==> src/rtl/mem_arbiter.sv <==
// rtl/mem_arbiter.sv - fetch/data memory arbiter with a fixed 4-cycle transaction and fetch anti-starvation
module mem_arbiter #(
    parameter int AW           = 10,
    parameter int DW           = 32,
    parameter int STARVE_LIMIT = 4
) (
    input  logic          clk,
    input  logic          rst_n,
    input  logic          if_req,
    input  logic [AW-1:0] if_addr,
    output logic          if_done,
    output logic [DW-1:0] if_rdata,
    input  logic          d_req,
    input  logic          d_we,
    input  logic [AW-1:0] d_addr,
    input  logic [DW-1:0] d_wdata,
    output logic          d_done,
    output logic [DW-1:0] d_rdata,
    input  logic          halt,
    output logic          if_stall,
    output logic          mem_en,
    output logic          mem_we,
    output logic [AW-1:0] mem_addr,
    output logic [DW-1:0] mem_wdata,
    input  logic [DW-1:0] mem_rdata
);

    typedef enum logic [1:0] {IDLE, ISSUE, WAIT, DONE} state_t;

    localparam int SW = $clog2(STARVE_LIMIT + 1);
    localparam logic [SW-1:0] LIMIT = SW'(STARVE_LIMIT);

    state_t        state_q, state_d;
    logic          own_f_q, own_f_d;
    logic          we_q, we_d;
    logic [AW-1:0] addr_q, addr_d;
    logic [DW-1:0] wdata_q, wdata_d;
    logic [SW-1:0] starve_q, starve_d;
    logic          mem_en_q, mem_en_d;
    logic          mem_we_q, mem_we_d;
    logic [AW-1:0] mem_addr_q, mem_addr_d;
    logic [DW-1:0] mem_wdata_q, mem_wdata_d;
    logic          if_done_q, if_done_d;
    logic          d_done_q, d_done_d;
    logic [DW-1:0] if_rdata_q, if_rdata_d;
    logic [DW-1:0] d_rdata_q, d_rdata_d;

    logic f_elig, grant_d, grant_f;

    // Data has priority except when fetch has lost STARVE_LIMIT times in a row.
    assign f_elig  = if_req & ~halt;
    assign grant_d = d_req & ~(f_elig & (starve_q == LIMIT));
    assign grant_f = f_elig & ~grant_d;

    always_comb begin
        state_d     = state_q;
        own_f_d     = own_f_q;
        we_d        = we_q;
        addr_d      = addr_q;
        wdata_d     = wdata_q;
        starve_d    = starve_q;
        mem_en_d    = mem_en_q;
        mem_we_d    = mem_we_q;
        mem_addr_d  = mem_addr_q;
        mem_wdata_d = mem_wdata_q;
        if_done_d   = 1'b0;
        d_done_d    = 1'b0;
        if_rdata_d  = if_rdata_q;
        d_rdata_d   = d_rdata_q;
        case (state_q)
            IDLE: begin
                if (grant_d) begin
                    own_f_d = 1'b0;
                    we_d    = d_we;
                    addr_d  = d_addr;
                    wdata_d = d_wdata;
                    state_d = ISSUE;
                end else if (grant_f) begin
                    own_f_d = 1'b1;
                    we_d    = 1'b0;
                    addr_d  = if_addr;
                    wdata_d = '0;
                    state_d = ISSUE;
                end
                if (!if_req || grant_f) begin
                    starve_d = '0;
                end else if (f_elig && grant_d && starve_q != LIMIT) begin
                    starve_d = starve_q + SW'(1);
                end
            end
            ISSUE: begin
                mem_en_d    = 1'b1;
                mem_we_d    = we_q;
                mem_addr_d  = addr_q;
                mem_wdata_d = wdata_q;
                state_d     = WAIT;
            end
            WAIT: begin
                mem_en_d = 1'b0;
                mem_we_d = 1'b0;
                state_d  = DONE;
            end
            DONE: begin
                if (own_f_q) begin
                    if_done_d  = 1'b1;
                    if_rdata_d = mem_rdata;
                end else begin
                    d_done_d  = 1'b1;
                    d_rdata_d = we_q ? '0 : mem_rdata;
                end
                state_d = IDLE;
            end
            default: state_d = IDLE;
        endcase
    end

    always_ff @(posedge clk or negedge rst_n) begin
        if (!rst_n) begin
            state_q     <= IDLE;
            own_f_q     <= 1'b0;
            we_q        <= 1'b0;
            addr_q      <= '0;
            wdata_q     <= '0;
            starve_q    <= '0;
            mem_en_q    <= 1'b0;
            mem_we_q    <= 1'b0;
            mem_addr_q  <= '0;
            mem_wdata_q <= '0;
            if_done_q   <= 1'b0;
            d_done_q    <= 1'b0;
            if_rdata_q  <= '0;
            d_rdata_q   <= '0;
        end else begin
            state_q     <= state_d;
            own_f_q     <= own_f_d;
            we_q        <= we_d;
            addr_q      <= addr_d;
            wdata_q     <= wdata_d;
            starve_q    <= starve_d;
            mem_en_q    <= mem_en_d;
            mem_we_q    <= mem_we_d;
            mem_addr_q  <= mem_addr_d;
            mem_wdata_q <= mem_wdata_d;
            if_done_q   <= if_done_d;
            d_done_q    <= d_done_d;
            if_rdata_q  <= if_rdata_d;
            d_rdata_q   <= d_rdata_d;
        end
    end

    assign if_done   = if_done_q;
    assign d_done    = d_done_q;
    assign if_rdata  = if_rdata_q;
    assign d_rdata   = d_rdata_q;
    assign mem_en    = mem_en_q;
    assign mem_we    = mem_we_q;
    assign mem_addr  = mem_addr_q;
    assign mem_wdata = mem_wdata_q;
    assign if_stall  = if_req & ~if_done_q;

endmodule

==> config.mk <==
export PLATFORM = sky130hd
export DESIGN_NAME = mem_arbiter
export DESIGN_NICKNAME = d
export VERILOG_FILES = /design/src/rtl/mem_arbiter.sv
export SDC_FILE = /design/constraint.sdc
export NUM_CORES = 1
export LEC_CHECK = 0
export BUFFER_PORTS_ARGS = -buffer_cell sky130_fd_sc_hd__buf_2
export CAP_MARGIN = 40
export CORE_MARGIN = 2
export CORE_UTILIZATION = 30
export DETAILED_ROUTE_END_ITERATION = 12
export PLACE_DENSITY = 0.59
export SLEW_MARGIN = 20
export SYNTH_ARGS = -nofsm -noshare
export SYNTH_HDL_FRONTEND = slang
export SYNTH_SLANG_ARGS = --single-unit
==> constraint.sdc <==
create_clock -name clk -period 1.9 [get_ports clk]
set_input_delay 0.38 -clock clk [delete_from_list [all_inputs] [get_ports clk]]
set_output_delay 0.38 -clock clk [all_outputs]
set_load 0.005 [all_outputs]
==> flow_results.org, run 1 <==
** Setup path
- R2r worst-path depth :: 5
- Start point of the critical path :: starve_q[0]$_DFFE_PN0P_
- Setup Crit Path Kind :: reg -> reg
- The endpoint identified for the worst register-to-register timing path is addr_q[8]$_DFFE_PN0P_.
- CP cell instances :: inv_1 -> ha_1 -> and4b_1 -> o221ai_1 -> a2bb2oi_1
- R2R Setup Slk :: 0.31 ns
- Along the worst path, the maximum fanout reaches 10.
- The worst setup path is launched from a register.
- In this run the worst setup path terminates at addr_q[8]$_DFFE_PN0P_.
- On the worst path, the slowest cell contributes a delay of between 0.4 and 0.5 ns.
- The startpoint identified for the worst register-to-register timing path is starve_q[0]$_DFFE_PN0P_.
- STA classifies the critical path endpoint as a register.
- Data arrival time at the worst-slack endpoint :: 1.89 ns
- The slowest stage of the critical path is the sky130_fd_sc_hd__and4b_1 cell.
- Req. time, crit path :: 2.20 ns

** Pwr
- Largest vdd supply drop :: about 0.00060 V
- Reported leakage power :: 0.004162 uW
- Power Total :: 13870 uW
- Power density relative to cell area :: ~1700 nW/um^2

** Synthesis
- Number of instances in the synthesized netlist :: 490
- Share of synthesized area occupied by flip-flops and latches :: between 60 and 70%
- After synthesis the netlist holds a flip-flop and latch count of around 160.
- The mapped netlist covers approximately 6400 um^2.
- Mapped Avg Cell Area :: 13.16 um^2
- The number of nets in the synthesized netlist is 587.
- Count of different cell masters after synthesis :: 31
- Count of synthesis-stage warnings from yosys :: 0

** Route
- Total via count after detailed routing :: 4432
- Wire length per cell after detailed routing :: 15.41 um
- Mean number of vias per cell :: 4.527
- Antenna Nets Post-Route :: 0
- The pre-antenna-repair detailed-routing pass consisted of 4 iterations.
- The routed design has 15.09 mm of wire.
- Number of DRC markers in iteration 0 :: 182
- After detailed routing, the number of remaining DRC violations is 0.

** Status
- Result of the run :: completed

** Global routing
- Pin count of the biggest net entering global routing :: 66
- After global routing the overflow that remains totals 0.
- Vias in the first global route :: 4412
- First-pass GRT wire length :: ~24 mm
- Antenna violations before repair :: 0
- Total GRT Usage :: 13.78%

** Timing
- Number of failing setup endpoints in the final timing report :: 0
- For the final database, setup skew stands at 0.008454 ns.
- In the finished design, the share of the clock period the worst path needs comes to 83.64%.
- Number of hold violations in the final report :: 0
- Final min period :: around 1.6 ns
- In the post-route analysis, the smallest setup slack over all paths is roughly 0.31 ns.
- Worst-margin pin slew :: about 0.5 ns
- The max-slew violation count is 0.
- Worst-case headroom to the max-slew limit :: 66.75%
- Setup repair after global routing left no endpoint under its margin.
- Maximum achievable frequency :: 0.6293 GHz
- Total negative setup slack :: 0 ns

** Cells and area
- Relative to the synthesized area, the layout overhead comes to 30.18%.
- The post-route netlist has between 40 and 50% of its cells at a drive strength greater than 1.
- Count of non-filler cells in the finished layout :: 979
- At the end of the flow the core is filled with cells to 39.79%.
- 0 antenna diodes ended up in the layout.
- After the last flow step, the layout net total stands at 789.
- Leading cell type in the layout, fill and taps excluded :: sky130_fd_sc_hd__buf_2
- The library cells used most frequently in the layout, excluding fill and tap cells, are sky130_fd_sc_hd__buf_2 (199), sky130_fd_sc_hd__dfrtp_1 (159), sky130_fd_sc_hd__mux2_2 (75), sky130_fd_sc_hd__nand2_1 (45), sky130_fd_sc_hd__a22o_1 (34).

** CTS
- TritonCTS built the clock tree.
- Clock buffers created by TritonCTS :: 17
- Number of levels in the clock H-tree :: 4
- Clock sink total :: 159
- Deepest clock path buffer count :: 2
- Skew-Pair Late Insertion Delay :: 0.41 ns
- CTS root buf :: sky130_fd_sc_hd__clkbuf_16
- Number of gates resized after cts :: 0
- Clock-pin slew was measured on the worst setup and hold paths at 0.06 ns.

** Placed design
- DP HPWL :: a little over 10 mm
- Pre-CTS setup slack :: 0.2966 ns
- Number of port buffers :: 200
- Placed instance count :: 947
- The congestion estimate from routability-driven global placement came to 0.7390.

** Floorplan
- The die is between 150 and 200 um wide.
- Site row count :: 53
- The die is around 150 um tall.
- Floorplan die area :: 22680 um^2
- Once the floorplan was initialized, standard cells occupied 30.57% of the core.
- Area of the core region :: 21090 um^2
- Ports placed on the boundary :: approximately 200

** Worst hold path
- The worst hold path belongs to the class in -> reg.

** Flow run
- Max-cap violations in this run came to 0.
[synthesized netlist by cell type, drive strengths merged]
cell,instances,share of area (%)
buf,22,2.6
inv,20,1.2
clkbuf,13,0.76
nand2b,33,3.2
nand2,45,2.6
and3,1,0.097
mux2,75,13
nand4,1,0.097
o211ai,1,0.12
or2b,1,0.12
a32o,1,0.16
and4b,1,0.16
nor2,2,0.12
nand4b,1,0.14
and2b,1,0.16
o21ai,34,2.8
dfrtp,159,62
ha,7,1.4
a21boi,10,1.2
nor3b,1,0.12
a2bb2oi,10,1.4
a22o,34,4.6
nor2b,1,0.097
a21oi,1,0.078
nand3b,2,0.23
o221ai,11,1.5
mux2i,2,0.31
[worst min-delay path by stage]
stage,start,endpoint,slack (ns),depth (start not counted)
2_1_floorplan,rst_n,addr_q[0]$_DFFE_PN0P_,0.08,0
3_3_place_gp,rst_n,if_rdata[7]$_DFFE_PN0P_,0.36,1
3_5_place_dp,rst_n,d_rdata[10]$_DFFE_PN0P_,0.37,1
4_1_cts,d_wdata[10],wdata_q[10]$_DFFE_PN0P_,0.15,2
5_1_grt,d_wdata[10],wdata_q[10]$_DFFE_PN0P_,0.14,2
6_report,d_wdata[11],wdata_q[11]$_DFFE_PN0P_,0.18,2
[flip-flops by register name, indices dropped and copies added (netlist names)]
register / count
own_f_q: 1
d_rdata: 32
mem_en: 1
addr_q: 10
if_rdata: 32
starve_q: 3
mem_wdata: 32
state_q: 2
we_q: 1
mem_we: 1
mem_addr: 10
d_done: 1
wdata_q: 32
if_done: 1
[metal layers]
layer	track usage, %	up-vias	part of all wire (%)
li1	-	2134	-
met1	18.41	2161	46
met2	21.68	132	47
met3	4.485	5	6.2
met4	3.505	0	0.48
met5	0	-	0
[power by group]
group	switching [uW]	internal (uW)	total, uW	leakage [uW]
Clock	1410	1940	3350	0.000278
Combinational	2160	2670	4840	0.00193
Sequential	751	4930	5680	0.00195
[critical path: cells and delay by family, from the launching register on]
| kind | cells | cell delay [ns] |
|---|---|---|
| adders and majority gates | 1 | 0.17 |
| DFF | 1 | 0.41 |
| AOI/OAI and AO/OA | 2 | 0.36 |
| buffers and inverters | 1 | 0.07 |
| and+or+nand+nor | 1 | 0.46 |
[through the flow]
| step | hold slack, ns | area, um^2 |
|---|---|---|
| 3_5_place_dp | 0.3695 | 7811 |
| 3_3_place_gp | 0.3639 | 7811 |
| 2_1_floorplan | 0.08441 | 6446 |
| 6_report | 0.1777 | 8392 |
| 4_1_cts | 0.1510 | 8392 |
| 5_1_grt | 0.1406 | 8392 |
[cells by family after synthesis]
kind of cell | synth area share, %
flip-flops | 61.72
AO/OA/AOI/OAI | 11.80
AND/OR/NAND/NOR | 7.143
multiplexers | 13.41
buffers and inverters | 4.561
adder cells (fa/ha/maj) | 1.359
[layout make-up]
class                      count  area, um^2
tap                          275       344.1
sequential                   159        3979
inverter                      20       75.07
clock inverter                13       141.4
timing repair buffer         218        1245
clock buffer                  18       429.2
fill                        2053       12700
multi-input combinational    276        2178
[repair_timing]
item | in CTS | in global routing
hold buffers | 1 | 0
endpoints found under the hold margin | 42 | 0
buffers inserted | 0 | 0
Power figures use the tool's default switching activity.
==> run 2: changes to the inputs <==
- PLACE_DENSITY: 0.59 -> 0.6
- clock period: 1.9 -> 1.3 ns (I/O delays scaled with it)
==> run 2 against run 1 <==
Compared with the run above: the run now ends with negative setup slack left; total power up 73%; sequential power up 49%; core utilization up 5.3 points; register-to-register slack worse by 0.48 ns; clock skew up 0.0081 ns; count of clock-buffer cells in the layout up 2; largest power group is now combinational logic; maximum frequency up 8.2%; via count up 6.6%; critical path depth unchanged; largest cell class unchanged; global-route usage up 1.3 points.
==> flow_results.org, run 2 (synthesized netlist as in run 1, its figures left out) <==
** Status
- The flow ran to the end, but the final reports show violations.
- The checks that failed: negative setup slack.

** Global routing
- Pin count of the biggest net entering global routing :: 43
- Total GRT Usage :: between 10% and 20%
- The initial antenna violation count was 1.
- Summed over all layers, the global routing overflow is 0.
- The first global-routing pass estimated 26.11 mm of wire.
- Vias in the first global route :: 4732

** Placed design
- In this run, placement finished with an instance count of 971.
- In this run the cell area measured after placement is 8077 um^2.
- The HPWL after detailed placement is 10.86 mm.
- In this run the tool buffered the top-level ports with 200 buffer cells.
- Routability-driven placement finished with a final weighted congestion of 0.7450.

** CTS
- CTS placed an instance of sky130_fd_sc_hd__clkbuf_16 at the clock tree root.
- Clock buffers created by TritonCTS :: 17
- TritonCTS built the clock tree.
- Worst-path clk slew :: 0.07 ns
- The clock drives 159 sinks.
- Clock latency on the worst-skew pair, taken at its later pin, is ~0.42 ns.
- Counting along the longest clock path gives a buffer depth of 2.
- CTS built an H-tree with a depth of 4.

** Floorplan
- The die is 150.6 um tall.
- 201 I/O pins were placed.
- The core region is 21090 um^2.
- Site row count :: 53
- In this run the horizontal extent of the chip is approximately 150 um.
- Once the floorplan was initialized, standard cells occupied 30.57% of the core.
- The floorplan step defined a die boundary enclosing 22680 um^2.

** Pwr
- For this design the ratio of total power to cell area is 2516 nW/um^2.
- For this design the static power due to leakage is roughly 0.0048 uW.
- IR analysis of the VDD net gives a maximum drop of roughly 0.00090 V.

** Cells and area
- The finished layout holds 1032 standard cells, fillers aside.
- Leaving out fill and tap cells, the most frequent cells in the layout are sky130_fd_sc_hd__buf_2 (199), sky130_fd_sc_hd__dfrtp_1 (159), sky130_fd_sc_hd__mux2_4 (68), sky130_fd_sc_hd__nand2_1 (41), sky130_fd_sc_hd__a22o_1 (34).
- Leading cell type in the layout, fill and taps excluded :: sky130_fd_sc_hd__buf_2
- After routing the design area is around 9500 um^2.
- The net count of the finished layout is 840.
- Total of fill cells in the finished design :: 1991
- Cells with a size suffix above 1 make up 52.65% of the layout.
- The area growth from synthesis to layout is 47.50%.

** Setup path
- Type of element launching the critical path :: register
- The setup path with the least slack is of type reg -> reg.
- Req. time, crit path :: 1.59 ns
- Of all nets on the critical path, the largest fanout is 7.
- Kind of end point of the critical path :: register
- Data arrives at the worst endpoint at 1.76 ns.

** Timing
- Number of failing setup endpoints in the final timing report :: 123
- After routing, the total negative slack on setup checks comes to -11.70 ns.
- The worst path in the final design needs a cycle of 1.468 ns, including I/O delays and setup.
- Max-slew violation count :: 0
- Hold is met by 0.05542 ns.
- Setup repair after global routing could not meet its margin everywhere.
- On the final layout, the worst clock skew is approximately 0.017 ns.
- Minimum setup slack in the final design :: -0.1684 ns
- Final period utilization :: 113.0%
- Worst-case headroom to the max-slew limit :: 68.75%
- The number of hold violations in the final report was 0.
- At the pin with the least slew margin, the transition time is 0.4687 ns.
- For this run, the top clock speed supported by timing is 0.6810 GHz.

** Route
- Post-detailed-routing wire length :: 17.83 mm
- After detailed routing, the average wire length per cell comes to 17.28 um.
- The first detailed-routing pass ran for 4 iterations.
- For this block, the initial DRC count from the detailed router was 233.
- Once detail routing completed, the nets flagged for antenna violations numbered 0.
- Drt drc :: 0
- Mean number of vias per cell :: 4.578
- Total via count after detailed routing :: 4724

** Flow run
- Maximum capacitance violations :: 0

** Worst hold path
- The min-delay analysis places its worst path in the category in -> reg.
==> run 2: cell types whose count changed in the layout (fill, tap and decap cells not counted), sizes merged <==
cell,before,now
diode,0,1
clkbuf,18,24
bufbuf,0,1
bufinv,2,1
clkinvlp,2,3
nand2b,33,34
inv,22,25
buf,217,262
clkinv,7,3
==> run 2: per-layer routing <==
layer	global-route usage [%]	part of all wire, %	vias up
met2	24.59	48	143
li1	-	-	2224
met5	0	0.073	-
met3	4.182	5.8	10
met1	19.83	46	2345
met4	4.065	0.58	2
==> run 2: worst paths after layout <==
| path | from | to | slack, ns | depth (start not counted) |
|---|---|---|---|---|
| worst min register to register | d_rdata[2]$_DFFE_PN0P_ | d_rdata[2]$_DFFE_PN0P_ | 0.47 | 2 |
| worst max register to register | state_q[1]$_DFFE_PN0P_ | mem_wdata[24]$_DFFE_PN0N_ | -0.17 | 5 |
| max in group asynchronous | rst_n | mem_wdata[24]$_DFFE_PN0N_ | 0.39 | 3 |
| worst max-delay path | state_q[1]$_DFFE_PN0P_ | mem_wdata[24]$_DFFE_PN0N_ | -0.17 | 5 |
| worst min-delay path | d_wdata[2] | wdata_q[2]$_DFFE_PN0P_ | 0.06 | 2 |
| min in group asynchronous | rst_n | d_rdata[17]$_DFFE_PN0P_ | 0.35 | 2 |
==> run 2: worst max-delay path, cell delays in order (launching register included) <==
cell and delay [ns]:
sky130_fd_sc_hd__dfrtp_1 0.40, sky130_fd_sc_hd__inv_2 0.11, sky130_fd_sc_hd__ha_4 0.24, sky130_fd_sc_hd__buf_4 0.15, sky130_fd_sc_hd__buf_12 0.12, sky130_fd_sc_hd__mux2_2 0.33
==> run 2: where the power goes <==
part           internal, uW  switching (uW)
clock                  2790            2160
sequential             7210            1230
combinational          6400            4130
total                 16400            7520
==> run 2: layout make-up <==
class                           count  area (um^2)  area share (%)
Sequential cell                   159         3979           41.85
Multi-Input combinational cell    277         2561           26.94
Timing Repair Buffer              268         1964           20.66
Clock buffer                       20        456.7           4.803
Tap cell                          275        344.1           3.619
Clock inverter                     12        125.1           1.316
Inverter                           20        75.07          0.7896
Antenna cell                        1        2.502         0.02632
==> run 2: what timing repair did <==
item | in CTS | in global routing
endpoints found under the hold margin | 33 | 0
buffers inserted | 7 | 10
gates cloned | 8 | 7
gates resized for setup | 77 | 58
hold buffers | 1 | 0
endpoints found under the setup margin | 135 | 154
pin swaps | 4 | 5
==> run 2: stage by stage <==
stage	total power [uW]	util, %	worst slack (ns)
CTS	23280	43.82	-0.1641
detailed placement	16190	38.30	-0.1479
finish	23920	45.09	-0.1684
floorplan	12900	-	-0.1174
global route	25410	45.08	-0.2162
global placement	15980	38.30	-0.1016
